File: src/rtl/tmr_pipe.sv
// -----------------------------------------------------------------------------
// tmr_pipe: DEPTH-stage, W-bit pipelined register chain with a valid/ready
// handshake and selective triple modular redundancy.
//
// Every stage keeps three copies of its valid bit. It also keeps three copies
// of each data bit selected by TRIPLICATE, and one copy of every other data
// bit. All handshake and output logic works on the voted view. A stage that
// does not load rewrites all of its copies with its own voted value every
// cycle (scrub), so a single upset is gone after the next edge. Any
// disagreement between copies anywhere in the chain raises a combinational
// mismatch flag. That flag drives a registered error pulse and a saturating
// error counter.
//
// Optional build macro:
//   TMR_PIPE_ERR_INJECT_EN - adds inj_en / inj_stage / inj_bit. These ports
//                            invert the value stored into copy 0 of one data
//                            bit of one stage. Out-of-range indices are ignored.
//
// Ports:
//   clk        in   1   clock
//   rstn       in   1   asynchronous active-low reset
//   en         in   1   global advance enable (0 freezes the chain, scrub runs)
//   in_valid   in   1   upstream word valid
//   in_ready   out  1   stage 0 can accept
//   in_data    in   W   upstream word
//   out_valid  out  1   voted valid of the last stage
//   out_ready  in   1   downstream accepts
//   out_data   out  W   voted data of the last stage
//   err        out  1   a copy mismatch existed during the previous cycle
//   err_cnt    out  CW  saturating count of mismatch cycles
//   clr_err    in   1   synchronous clear of err_cnt (wins over a mismatch)
//   inj_en     in   1   (macro only) fault-injection strobe
//   inj_stage  in   max(1,clog2(DEPTH))  (macro only) target stage
//   inj_bit    in   max(1,clog2(W))      (macro only) target data bit
// -----------------------------------------------------------------------------
module tmr_pipe #(
    parameter int             W          = 10,
    parameter int             DEPTH      = 3,
    parameter logic [W-1:0]   TRIPLICATE = 10'b0101010101,
    parameter logic [W-1:0]   RESET_VAL  = '0,
    parameter int             CW         = 8
) (
    input  logic          clk,
    input  logic          rstn,
    input  logic          en,
    input  logic          in_valid,
    output logic          in_ready,
    input  logic [W-1:0]  in_data,
    output logic          out_valid,
    input  logic          out_ready,
    output logic [W-1:0]  out_data,
    output logic          err,
    output logic [CW-1:0] err_cnt,
    input  logic          clr_err
`ifdef TMR_PIPE_ERR_INJECT_EN
    ,
    input  logic                                        inj_en,
    input  logic [((DEPTH > 1) ? $clog2(DEPTH) : 1)-1:0] inj_stage,
    input  logic [((W > 1) ? $clog2(W) : 1)-1:0]         inj_bit
`endif
);

    // -------------------------------------------------------------------------
    // Storage: three data copies and three valid copies per stage.
    // Copies 1 and 2 of single (non-triplicated) bits are tied to RESET_VAL.
    // Those flops are constant and drop out in synthesis.
    // -------------------------------------------------------------------------
    logic [W-1:0]     c0_q [DEPTH];
    logic [W-1:0]     c1_q [DEPTH];
    logic [W-1:0]     c2_q [DEPTH];
    logic [W-1:0]     c0_d [DEPTH];
    logic [W-1:0]     c1_d [DEPTH];
    logic [W-1:0]     c2_d [DEPTH];
    logic [DEPTH-1:0] v0_q, v1_q, v2_q;
    logic [DEPTH-1:0] v_d;

    logic             err_q, err_d;
    logic [CW-1:0]    cnt_q, cnt_d;

    // Voted view of every stage.
    logic [W-1:0]     vd [DEPTH];
    logic [DEPTH-1:0] vv;

    // Upstream value each stage would load.
    logic [W-1:0]     up_d [DEPTH];
    logic [DEPTH-1:0] up_v;

    logic [DEPTH-1:0] rdy;
    logic             mm;

    // Per-stage XOR mask applied to copy 0 only (fault injection).
    logic [W-1:0]     flip [DEPTH];

    function automatic logic [W-1:0] maj3(input logic [W-1:0] a,
                                          input logic [W-1:0] b,
                                          input logic [W-1:0] c);
        return (a & b) | (a & c) | (b & c);
    endfunction

    // -------------------------------------------------------------------------
    // Voting. A single bit is simply copy 0.
    // -------------------------------------------------------------------------
    always_comb begin
        // NOTE: every always_comb output gets a default before any conditional
        // logic, so no path can leave a value unassigned and infer a latch.
        vv = '0;
        for (int i = 0; i < DEPTH; i++) begin
            vd[i] = (TRIPLICATE & maj3(c0_q[i], c1_q[i], c2_q[i]))
                  | (~TRIPLICATE & c0_q[i]);
            vv[i] = (v0_q[i] & v1_q[i]) | (v0_q[i] & v2_q[i]) | (v1_q[i] & v2_q[i]);
        end
    end

    // -------------------------------------------------------------------------
    // Ready chain, evaluated from the output backwards.
    // rdy[i] = en & (!v[i] | rdy[i+1]), with out_ready standing in for rdy[DEPTH].
    // -------------------------------------------------------------------------
    always_comb begin
        logic r;
        rdy = '0;
        r   = out_ready;
        for (int i = DEPTH - 1; i >= 0; i--) begin
            r      = en & (~vv[i] | r);
            rdy[i] = r;
        end
    end

    // -------------------------------------------------------------------------
    // Upstream source for each stage: the input port feeds stage 0, and the
    // voted previous stage feeds the others. The value is loaded even when it
    // is marked invalid.
    // -------------------------------------------------------------------------
    always_comb begin
        up_v    = '0;
        up_v[0] = in_valid;
        up_d[0] = in_data;
        for (int i = 1; i < DEPTH; i++) begin
            up_v[i] = vv[i-1];
            up_d[i] = vd[i-1];
        end
    end

    // -------------------------------------------------------------------------
    // Fault injection mask.
    // -------------------------------------------------------------------------
`ifdef TMR_PIPE_ERR_INJECT_EN
    localparam logic [W-1:0] ONE = W'(1);

    always_comb begin
        for (int i = 0; i < DEPTH; i++) begin
            flip[i] = '0;
            if (inj_en && (int'(inj_stage) == i) && (int'(inj_bit) < W)) begin
                flip[i] = ONE << inj_bit;
            end
        end
    end
`else
    always_comb begin
        for (int i = 0; i < DEPTH; i++) begin
            flip[i] = '0;
        end
    end
`endif

    // -------------------------------------------------------------------------
    // Next state. A loading stage takes its upstream value. A holding stage
    // takes its own voted value, and this rewrite is the scrub. All copies get
    // the same word, except that copy 0 may be inverted by the injection mask.
    // -------------------------------------------------------------------------
    always_comb begin
        logic [W-1:0] nd;
        v_d = '0;
        for (int i = 0; i < DEPTH; i++) begin
            nd      = rdy[i] ? up_d[i] : vd[i];
            v_d[i]  = rdy[i] ? up_v[i] : vv[i];
            c0_d[i] = nd ^ flip[i];
            c1_d[i] = (nd & TRIPLICATE) | (RESET_VAL & ~TRIPLICATE);
            c2_d[i] = (nd & TRIPLICATE) | (RESET_VAL & ~TRIPLICATE);
        end
    end

    // -------------------------------------------------------------------------
    // Mismatch detection: a triplicated data bit or a valid bit, in any stage,
    // whose three copies are not all equal.
    // -------------------------------------------------------------------------
    always_comb begin
        mm = 1'b0;
        for (int i = 0; i < DEPTH; i++) begin
            mm = mm | (|(((c0_q[i] ^ c1_q[i]) | (c0_q[i] ^ c2_q[i])) & TRIPLICATE));
        end
        mm = mm | (|((v0_q ^ v1_q) | (v0_q ^ v2_q)));
    end

    // -------------------------------------------------------------------------
    // Error pulse and saturating counter. Clear takes priority over a mismatch.
    // -------------------------------------------------------------------------
    always_comb begin
        err_d = mm;
        cnt_d = cnt_q;
        if (clr_err) begin
            cnt_d = '0;
        end else if (mm && (cnt_q != {CW{1'b1}})) begin
            cnt_d = cnt_q + 1'b1;
        end
    end

    // -------------------------------------------------------------------------
    // State registers.
    // -------------------------------------------------------------------------
    // NOTE: the copy arrays are reset like any other register. A pipeline
    // stage must come out of reset with defined, mutually consistent copies,
    // or the mismatch detector would fire on garbage.
    always_ff @(posedge clk or negedge rstn) begin
        if (!rstn) begin
            for (int i = 0; i < DEPTH; i++) begin
                c0_q[i] <= RESET_VAL;
                c1_q[i] <= RESET_VAL;
                c2_q[i] <= RESET_VAL;
            end
            v0_q  <= '0;
            v1_q  <= '0;
            v2_q  <= '0;
            err_q <= 1'b0;
            cnt_q <= '0;
        end else begin
            // NOTE: non-blocking assignments, so every stage samples the
            // pre-edge voted state of its neighbour and the chain shifts by
            // exactly one position per edge.
            for (int i = 0; i < DEPTH; i++) begin
                c0_q[i] <= c0_d[i];
                c1_q[i] <= c1_d[i];
                c2_q[i] <= c2_d[i];
            end
            v0_q  <= v_d;
            v1_q  <= v_d;
            v2_q  <= v_d;
            err_q <= err_d;
            cnt_q <= cnt_d;
        end
    end

    // -------------------------------------------------------------------------
    // Outputs.
    // -------------------------------------------------------------------------
    assign in_ready  = rdy[0];
    assign out_valid = vv[DEPTH-1];
    assign out_data  = vd[DEPTH-1];
    assign err       = err_q;
    assign err_cnt   = cnt_q;

endmodule

File: config.mk
export PLATFORM = sky130hd
export DESIGN_NAME = tmr_pipe
export DESIGN_NICKNAME = d
export VERILOG_FILES = /design/src/rtl/tmr_pipe.sv
export SDC_FILE = /design/constraint.sdc
export NUM_CORES = 1
export LEC_CHECK = 0
export ABC_AREA = 1
export BUFFER_PORTS_ARGS = -buffer_cell sky130_fd_sc_hd__buf_4
export CAP_MARGIN = 25
export CELL_PAD_IN_SITES_DETAIL_PLACEMENT = 0
export CELL_PAD_IN_SITES_GLOBAL_PLACEMENT = 1
export CORE_MARGIN = 1.5
export CORE_UTILIZATION = 36
export DETAILED_ROUTE_END_ITERATION = 10
export PLACE_DENSITY = 0.73
export SLEW_MARGIN = 20
export SYNTH_ARGS = -nofsm -noshare
export SYNTH_HDL_FRONTEND = slang
export SYNTH_SLANG_ARGS = --single-unit
File: constraint.sdc
create_clock -name clk -period 1 [get_ports clk]
set_clock_uncertainty 0.05 [all_clocks]
set_input_delay 0.1 -clock clk [delete_from_list [all_inputs] [get_ports clk]]
set_output_delay 0.1 -clock clk [all_outputs]
set_load 0.1 [all_outputs]
==> results of run 1 <==
## registers in the layout (all words and copies together) (netlist names)
register  cells
err_cnt       8
v0_q          3
c1_q          2
c0_q         28
## what timing repair did
item / in CTS / in global routing
pin swaps: 4 / 2
endpoints found under the hold margin: 60 / 0
endpoints found under the setup margin: 53 / 53
setup buffers: 7 / 1
cloned: 4 / 0
resized for setup: 68 / 18
hold buffers: 13 / 0
## Yosys cell counts, drive strengths merged
master   n  share of area
nand2   57           0.13
dfrtp   41           0.62
inv     23          0.052
o21ai   21          0.086
buf     15          0.071
nor2     9          0.020
clkbuf   2         0.0045
a22o     1         0.0060
a31oi    1         0.0038
conb     1         0.0023
o21bai   1         0.0045
## logic make-up after synthesis
| group | synth area share |
|---|---|
| simple gates | 0.1509 |
| flops | 0.6189 |
| buf+inv | 0.1275 |
| compound gates | 0.1004 |
| other cells | 0.002262 |
## worst max-delay path, stage by stage, from the launching register on
cell and delay [ps]:
dfrtp_4 480, inv_2 60, nor2_2 30, a31oi_2 160, buf_6 250
## worst max-delay path by stage
stage	start	slack [ps]	cells after the start	end
floorplan	v0_q[2]	-430	6	c0_q[21]
global placement	v0_q[2]	-200	4	in_ready
detailed placement	v0_q[2]	-230	6	c0_q[18]
CTS	v0_q[2]	-440	4	in_ready
global route	v0_q[2]	-490	4	in_ready
finish	v0_q[2]	-430	4	in_ready
## power by group through the flow
stage          clock [mW]  combinational (mW)  sequential (mW)
2_1_floorplan           0                1.24             2.08
3_3_place_gp            0                1.49             2.03
3_5_place_dp            0                1.51             2.04
4_1_cts              1.05                2.04             2.06
5_1_grt              1.15                2.20             2.09
6_report             1.02                2.09             2.06
## cell type report
type / count / area [um2]
fill: 357 / 1738
tap: 52 / 65.06
sequential: 41 / 1040
clock buffer: 6 / 72.57
inverter: 23 / 88.84
timing repair buffer: 65 / 857.1
clock inverter: 2 / 10.01
multi-input combinational: 92 / 513.0
## per-layer routing
layer  wire length [um]  vias up  share of wire  GRT usage
met5                  0        -              0          0
li1                   -      616              -          -
met1               1554      560           0.45     0.2017
met4                 66        0          0.019    0.06918
met3                137        6          0.040    0.04274
met2               1665       30           0.49     0.2316
==> results.py, run 1 <==
metrics = {
    "setup_path": {
        "cp_max_fo": 2,
        "arrival_ps": 1280,
        "r2r_slack_ps": -350,
        "r2r-start": "v0_q[2]",
        "cp.required_ps": 850,
        "critPathKind": "reg -> out",
        "end_kind": "primary output",
        "start_kind": "register",
        "reg2regPathDepth": 6,
        "worstReg2RegEnd": "c0_q[4]",
    },
    "timing": {
        "tightest_slew_ps": 504.0,
        "max_freq_mhz": 699.0,
        "slew_violations": 0,
        "holdWs_ps": 182.4,
        "setup_slack_ps": -430.7,
        "relSlewSlack": 0.6640,
        "setup_viol_count_final": 53,
        "final-hold-violation-count": 0,
        "finalCritPeriodShare": 1.431,
        "period_minus_slack_ps": 1431,
        "rsz0062_at_grt": "true",
        "fin_tns_setup_ps": -10920,
    },
    "cells_and_area": {
        "final_cell_mix": "nand2_1 (51), dfrtp_1 (32), buf_4 (27), inv_1 (21), buf_12 (21)",
        "layout_commonest_cell": "nand2_1",
        "nets": 244,
        "diodes": 0,
        "final_cell_area_um2": 2646,
        "finalNonFillerCells": 281,
        "layout-drive-gt1-share": 0.4105,
        "area_growth_pct": 59.62,
        "final_core_util": 0.6036,
    },
    "grt": {
        "grt_pass1_vias": 1262,
        "overflow": 0,
        "grt_start_max_net_pins": 42,
        "grt_pass1_wl_um": 5789,
        "antenna_found_initial": 0,
        "globalRouteTotalUtil": 0.1516,
    },
    "pwr": {
        "power.density_nw_per_um2": 1958,
        "swShare": 0.3778,
        "p_leak_nw": 1.285,
        "p_int_mw": 3.224,
        "power_switching_mw": 1.958,
        "irDropWorstVdd_uv": 753.3,
        "seqPwrFrac": 0.398,
        "combPwrFrac": 0.404,
        "total_power_mw": 5.181,
        "power_frac_clock": 0.198,
    },
    "floorplanning": {
        "chipHeight_um": 70.86,
        "core_um2": 4384,
        "ios": 37,
        "die_area_um2": 5021,
        "core.rowCount": 24,
        "die_w_um": 70.86,
        "start_util": 0.3781,
    },
    "min_path": {
        "hold_path.startpoint": "en",
        "hold_end": "v0_q[0]",
        "min_path_type": "in -> reg",
        "min_path_cells": 4,
    },
    "synth": {
        "synth_area_per_cell_um2": 9.639,
        "yosysSeqAreaShare": 0.6189,
        "syn_inst": 172,
        "synth-seq-cells": 41,
        "yosysWarnings": 0,
        "syn_nets": 188,
        "ys_types": 15,
        "synth_area_um2": 1658,
    },
    "flow_run": {
        "drv_cap": 0,
    },
    "placement": {
        "io_buffers": 35,
        "place_ws_ps": -234.9,
        "dpl-instance-area_um2": 1944,
        "dp_hpwl_um": 2062,
        "dp.cells": 248,
        "gp_congestion": 0.7952,
    },
    "clock_network": {
        "cts_tree": "yes",
        "cts_buffer_depth": 2,
        "cts-htree-levels": 2,
        "clk_latency_ps": 290,
        "clk_pin_slew_ps": 70,
        "cts_sinks": 41,
        "numCtsBuffers": 5,
        "cts_root_buffer": "clkbuf_8",
    },
    "drt": {
        "viasPerCell": 4.313,
        "dr.pass1.iters": 4,
        "drtIter0Drc": 74,
        "vias": 1212,
        "avgRoutedWirePerCell_um": 12.18,
        "drc": 0,
        "postRouteAntennaNets": 0,
        "wirelength_um": 3423,
    },
    "status": {
        "status": "finished with violations",
        "violations": "setup timing",
    },
}
Note: power is estimated with default switching activity, not from simulation.
==> run 2: changes to the inputs <==
Settings changed: RECOVER_POWER from default to 25.
==> run 2 against run 1 <==
  * The flow still finishes with violations (setup timing)
  * Fmax stayed put
  * Register-to-register slack hardly changed
  * Total power hardly changed
  * Combinational power hardly changed
  * Routed wire length hardly changed
  * Global-route usage stayed put
  * Critical endpoint unchanged
  * Critical path depth stayed put
  * Cell count stayed put
  * Count of clock-buffer cells in the layout stayed put
  * Final area is 0.14% lower
==> results.py, run 2 (same netlist as run 1, synthesis figures left out) <==
metrics = {
    "timing": {
        "setup_slack_ps": -430.7,
        "holdWs_ps": 182.4,
        "final-hold-violation-count": 0,
        "period_minus_slack_ps": 1431,
        "relSlewSlack": 0.6371,
        "slew_violations": 0,
        "max_freq_mhz": 699.0,
        "setup_viol_count_final": 53,
        "finalCritPeriodShare": 1.431,
        "fin_tns_setup_ps": -10920,
        "tightest_slew_ps": 544.3,
        "rsz0062_at_grt": "true",
    },
    "floorplanning": {
        "chipHeight_um": 70.86,
        "ios": 37,
        "core.rowCount": 24,
        "start_util": 0.3781,
        "die_area_um2": 5021,
        "die_w_um": 70.86,
        "core_um2": 4384,
    },
    "grt": {
        "antenna_found_initial": 0,
        "grt_pass1_vias": 1262,
        "grt_pass1_wl_um": 5789,
        "grt_start_max_net_pins": 42,
        "globalRouteTotalUtil": 0.1516,
        "grt_util_met2": 0.2316,
        "busiest_layer": "met2",
        "met1_usage": 0.2017,
        "use_met3": 0.04274,
        "overflow": 0,
    },
    "cells_and_area": {
        "final_cell_mix": "nand2_1 (51), dfrtp_1 (32), buf_4 (25), inv_1 (21), buf_12 (21)",
        "final_cell_area_um2": 2643,
        "layout_commonest_cell": "nand2_1",
        "nets": 244,
        "regMostFlops": "c0_q",
        "multi_input_area_um2": 513.0,
        "diodes": 0,
        "n_fill_cell": 357,
        "layout-drive-gt1-share": 0.4061,
        "largest_reg_flops": 28,
        "area_growth_pct": 59.40,
        "final-seq-area_um2": 1040,
        "finalNonFillerCells": 281,
    },
    "min_path": {
        "min_path_type": "in -> reg",
    },
    "clock_network": {
        "cts_tree": "yes",
        "numCtsBuffers": 5,
        "cts_buffer_depth": 2,
        "clk_pin_slew_ps": 70,
        "clk_latency_ps": 290,
        "cts_root_buffer": "clkbuf_8",
        "cts_sinks": 41,
        "cts-htree-levels": 2,
    },
    "status": {
        "violations": "setup timing",
        "status": "finished with violations",
    },
    "placement": {
        "gp_congestion": 0.7952,
        "dp.cells": 248,
        "dpl-instance-area_um2": 1944,
        "io_buffers": 35,
        "dp_hpwl_um": 2062,
    },
    "setup_path": {
        "start_kind": "register",
        "critPathKind": "reg -> out",
        "end_kind": "primary output",
        "cp_max_fo": 2,
        "cp.required_ps": 850,
        "arrival_ps": 1280,
    },
    "drt": {
        "vias": 1213,
        "dr.pass1.iters": 4,
        "drc": 0,
        "postRouteAntennaNets": 0,
        "wirelength_um": 3421,
        "viasPerCell": 4.317,
        "drtIter0Drc": 83,
        "avgRoutedWirePerCell_um": 12.17,
    },
    "pwr": {
        "power.density_nw_per_um2": 1960,
        "irDropWorstVdd_uv": 753.3,
        "p_leak_nw": 1.281,
    },
    "flow_run": {
        "drv_cap": 0,
    },
}
## run 2: path summary, 6_finish.rpt
kind,depth (start not counted),slack (ps),to,start
worst max-delay path,4,-430,in_ready,v0_q[2]
worst min-delay path,4,180,v0_q[0],en
worst max register to register,6,-350,c0_q[4],v0_q[2]
worst min register to register,2,430,c0_q[29],c0_q[29]
max in group asynchronous,2,200,v0_q[2],rstn
min in group asynchronous,2,300,v0_q[0],rstn
## run 2: critical path, cell delays in order (launching register included)
cell and delay (ps):
dfrtp_4 480, inv_2 60, nor2_2 30, a31oi_2 160
buf_6 250
## run 2: routing by layer
layer / vias to the layer above / routed length (um)
met2: 30 / 1664
met4: 0 / 66
met1: 561 / 1552
li1: 616 / -
met3: 6 / 137
met5: - / 0
## run 2: power breakdown
group	internal (mW)	switching [mW]
logic	0.840	1.25
registers	1.90	0.165
clock network	0.483	0.540
## run 2: what timing repair did
action / CTS / global route
endpoints found under the hold margin: 60 / 0
pin swaps: 4 / 2
cloned: 4 / 0
buffers inserted: 7 / 1
gates resized for setup: 68 / 18
hold buffers: 13 / 0
endpoints found under the setup margin: 53 / 53
## run 2: metrics by stage
step	setup slack [ps]	power, mW	util
floorplan	-432.6	3.326	-
global placement	-204.9	3.523	0.4435
detailed placement	-234.9	3.553	0.4435
CTS	-444.2	5.144	0.5833
global route	-487.1	5.436	0.6027
finish	-430.7	5.179	0.6027
## run 2: cell type report
class,count,share of cell area
Sequential cell,41,0.3935
Clock buffer,6,0.02746
Clock inverter,2,0.003788
Tap cell,52,0.02462
Multi-Input combinational cell,92,0.1941
Inverter,23,0.03362
Timing Repair Buffer,65,0.3229
==> run 3: changes to the inputs <==
Settings changed: CORE_UTILIZATION 36 to 38, CTS_BUF_LIST from default to sky130_fd_sc_hd__clkbuf_4 sky130_fd_sc_hd__clkbuf_8, PLACE_DENSITY 0.73 to default, PLACE_DENSITY_LB_ADDON from default to 0.1.
==> run 3 against run 2 <==
  * The flow still finishes with violations (setup timing)
  * Sequential power is essentially flat
  * Final area rose by 3.8%
  * Critical path depth did not move
  * Count of clock-buffer cells in the layout unchanged
  * Via count up 1.2%
  * Fmax about the same
  * Routed wire length rose by 3.3%
  * Flip-flop and latch count is the same
  * Clock power grew 30%
  * Sequential share of layout area decreased by 1.5 points
  * Combinational power up 5%
  * First-iteration DRC count down 14%
==> results.py, run 3 (same netlist as run 1, synthesis figures left out) <==
metrics = {
    "clock_network": {
        "cts_root_buffer": "clkbuf_8",
        "cts_buffer_depth": 2,
        "clk_pin_slew_ps": 80,
        "cts-htree-levels": 2,
        "clk_latency_ps": 290,
        "cts_sinks": 41,
        "numCtsBuffers": 5,
        "cts_tree": "yes",
    },
    "setup_path": {
        "cp_max_fo": 2,
        "path_buf_inv": 2,
        "cp.required_ps": 850,
        "path_cells": "inv_4 > nor2_4 > a31oi_4 > buf_12",
        "critical_path_depth": 4,
        "start_kind": "register",
        "critPathKind": "reg -> out",
        "crit_family": "flip-flops",
        "end_kind": "primary output",
        "max_stage_delay_ps": 500,
        "crit_slowest_cell": "dfrtp_4",
        "reg2regPathDepth": 6,
        "arrival_ps": 1280,
    },
    "cells_and_area": {
        "layout_commonest_cell": "nand2_1",
        "final_cell_mix": "nand2_1 (49), dfrtp_1 (32), buf_4 (28), buf_12 (23), inv_1 (21)",
        "diodes": 0,
        "area_growth_pct": 65.51,
        "final_cell_area_um2": 2744,
        "layout-drive-gt1-share": 0.4292,
        "largest_reg_flops": 28,
        "n_fill_cell": 329,
        "nets": 248,
        "regMostFlops": "c0_q",
    },
    "floorplanning": {
        "die_area_um2": 4768,
        "die_w_um": 69.05,
        "start_util": 0.4057,
        "chipHeight_um": 69.05,
        "core_um2": 4086,
        "ios": 37,
        "core.rowCount": 23,
    },
    "timing": {
        "final-hold-violation-count": 0,
        "finalCritPeriodShare": 1.430,
        "relSlewSlack": 0.6338,
        "max_freq_mhz": 699.4,
        "fin_tns_setup_ps": -11640,
        "holdWs_ps": 178.2,
        "setup_viol_count_final": 53,
        "slew_violations": 0,
        "setup_slack_ps": -429.8,
        "period_minus_slack_ps": 1430,
        "rsz0062_at_grt": "true",
        "tightest_slew_ps": 549.3,
    },
    "status": {
        "status": "finished with violations",
        "violations": "setup timing",
    },
    "grt": {
        "grt_start_max_net_pins": 42,
        "antenna_found_initial": 0,
        "grt_pass1_wl_um": 6189,
        "globalRouteTotalUtil": 0.1644,
        "grt_pass1_vias": 1271,
        "overflow": 0,
    },
    "flow_run": {
        "drv_cap": 0,
    },
    "placement": {
        "dpl-instance-area_um2": 1942,
        "dp_hpwl_um": 2031,
        "gp_congestion": 0.8194,
        "io_buffers": 35,
        "place_ws_ps": -229.4,
    },
    "min_path": {
        "min_path_cells": 4,
        "min_path_type": "in -> reg",
    },
    "drt": {
        "avgRoutedWirePerCell_um": 12.49,
        "drc": 0,
        "dr.pass1.iters": 4,
        "postRouteAntennaNets": 0,
        "viasPerCell": 4.339,
        "wirelength_um": 3535,
        "vias": 1228,
        "drtIter0Drc": 71,
    },
    "pwr": {
        "irDropWorstVdd_uv": 704.2,
        "power.density_nw_per_um2": 2040,
        "p_leak_nw": 1.320,
    },
}
==> run 3: cell count changes in the layout (fill, tap and decap cells not counted), sizes merged <==
cell / before / now
buf: 48 / 53
bufbuf: 2 / 1
bufinv: 0 / 1
clkinv: 2 / 1
==> run 3: worst paths after layout <==
kind                       startpoint  endpoint  slack [ps]
hold / removal                     en   v0_q[0]         180
min in group asynchronous        rstn   c0_q[9]         310
setup reg to reg              v0_q[2]   c0_q[7]        -390
max in group asynchronous        rstn   v0_q[2]         170
setup / recovery              v0_q[2]  in_ready        -430
hold reg to reg              c0_q[26]  c0_q[26]         430
==> run 3: final cells by class <==
| cell class | count | area (um2) | area share |
|---|---|---|---|
| Clock inverter | 2 | 35.03 | 0.01277 |
| Sequential cell | 41 | 1040 | 0.3789 |
| Multi-Input combinational cell | 92 | 539.3 | 0.1965 |
| Clock buffer | 6 | 76.32 | 0.02782 |
| Inverter | 23 | 91.34 | 0.03329 |
| Timing Repair Buffer | 69 | 899.6 | 0.3279 |
| Tap cell | 50 | 62.56 | 0.02280 |
==> run 3: power by group <==
group	internal (mW)	leakage [nW]	total [mW]	switching, mW
clock	0.768	0.0586	1.33	0.564
combinational	0.906	0.758	2.19	1.29
sequential	1.90	0.503	2.07	0.174
total	3.57	1.32	5.60	2.03
==> run 3: per-layer routing <==
metal  vias to the layer above  track usage  wire length, um
met5                         -            0                0
met2                        32       0.2532             1673
li1                        626            -                -
met1                       567       0.2288             1695
met4                         0      0.04575               31
met3                         3      0.04532              135
==> run 3: through the flow <==
step	utilization	power, mW	cells
global route	0.6715	5.869	283
global placement	0.4752	3.522	246
finish	0.6715	5.598	283
CTS	0.6415	5.514	280
floorplan	-	3.326	172
detailed placement	0.4752	3.551	246
==> run 3: repair_timing <==
action / CTS / global route
endpoints found under the setup margin: 53 / 53
buffers inserted: 9 / 3
gates resized for setup: 71 / 22
pin swaps: 3 / 4
hold buffers: 13 / 0
cloned: 4 / 0
endpoints found under the hold margin: 60 / 0
==> run 3: tightest hold or removal path: cells and delay by family <==
kind,cells,cell delay (ps)
buffers and inverters,2,270
AND/OR/NAND/NOR,2,120
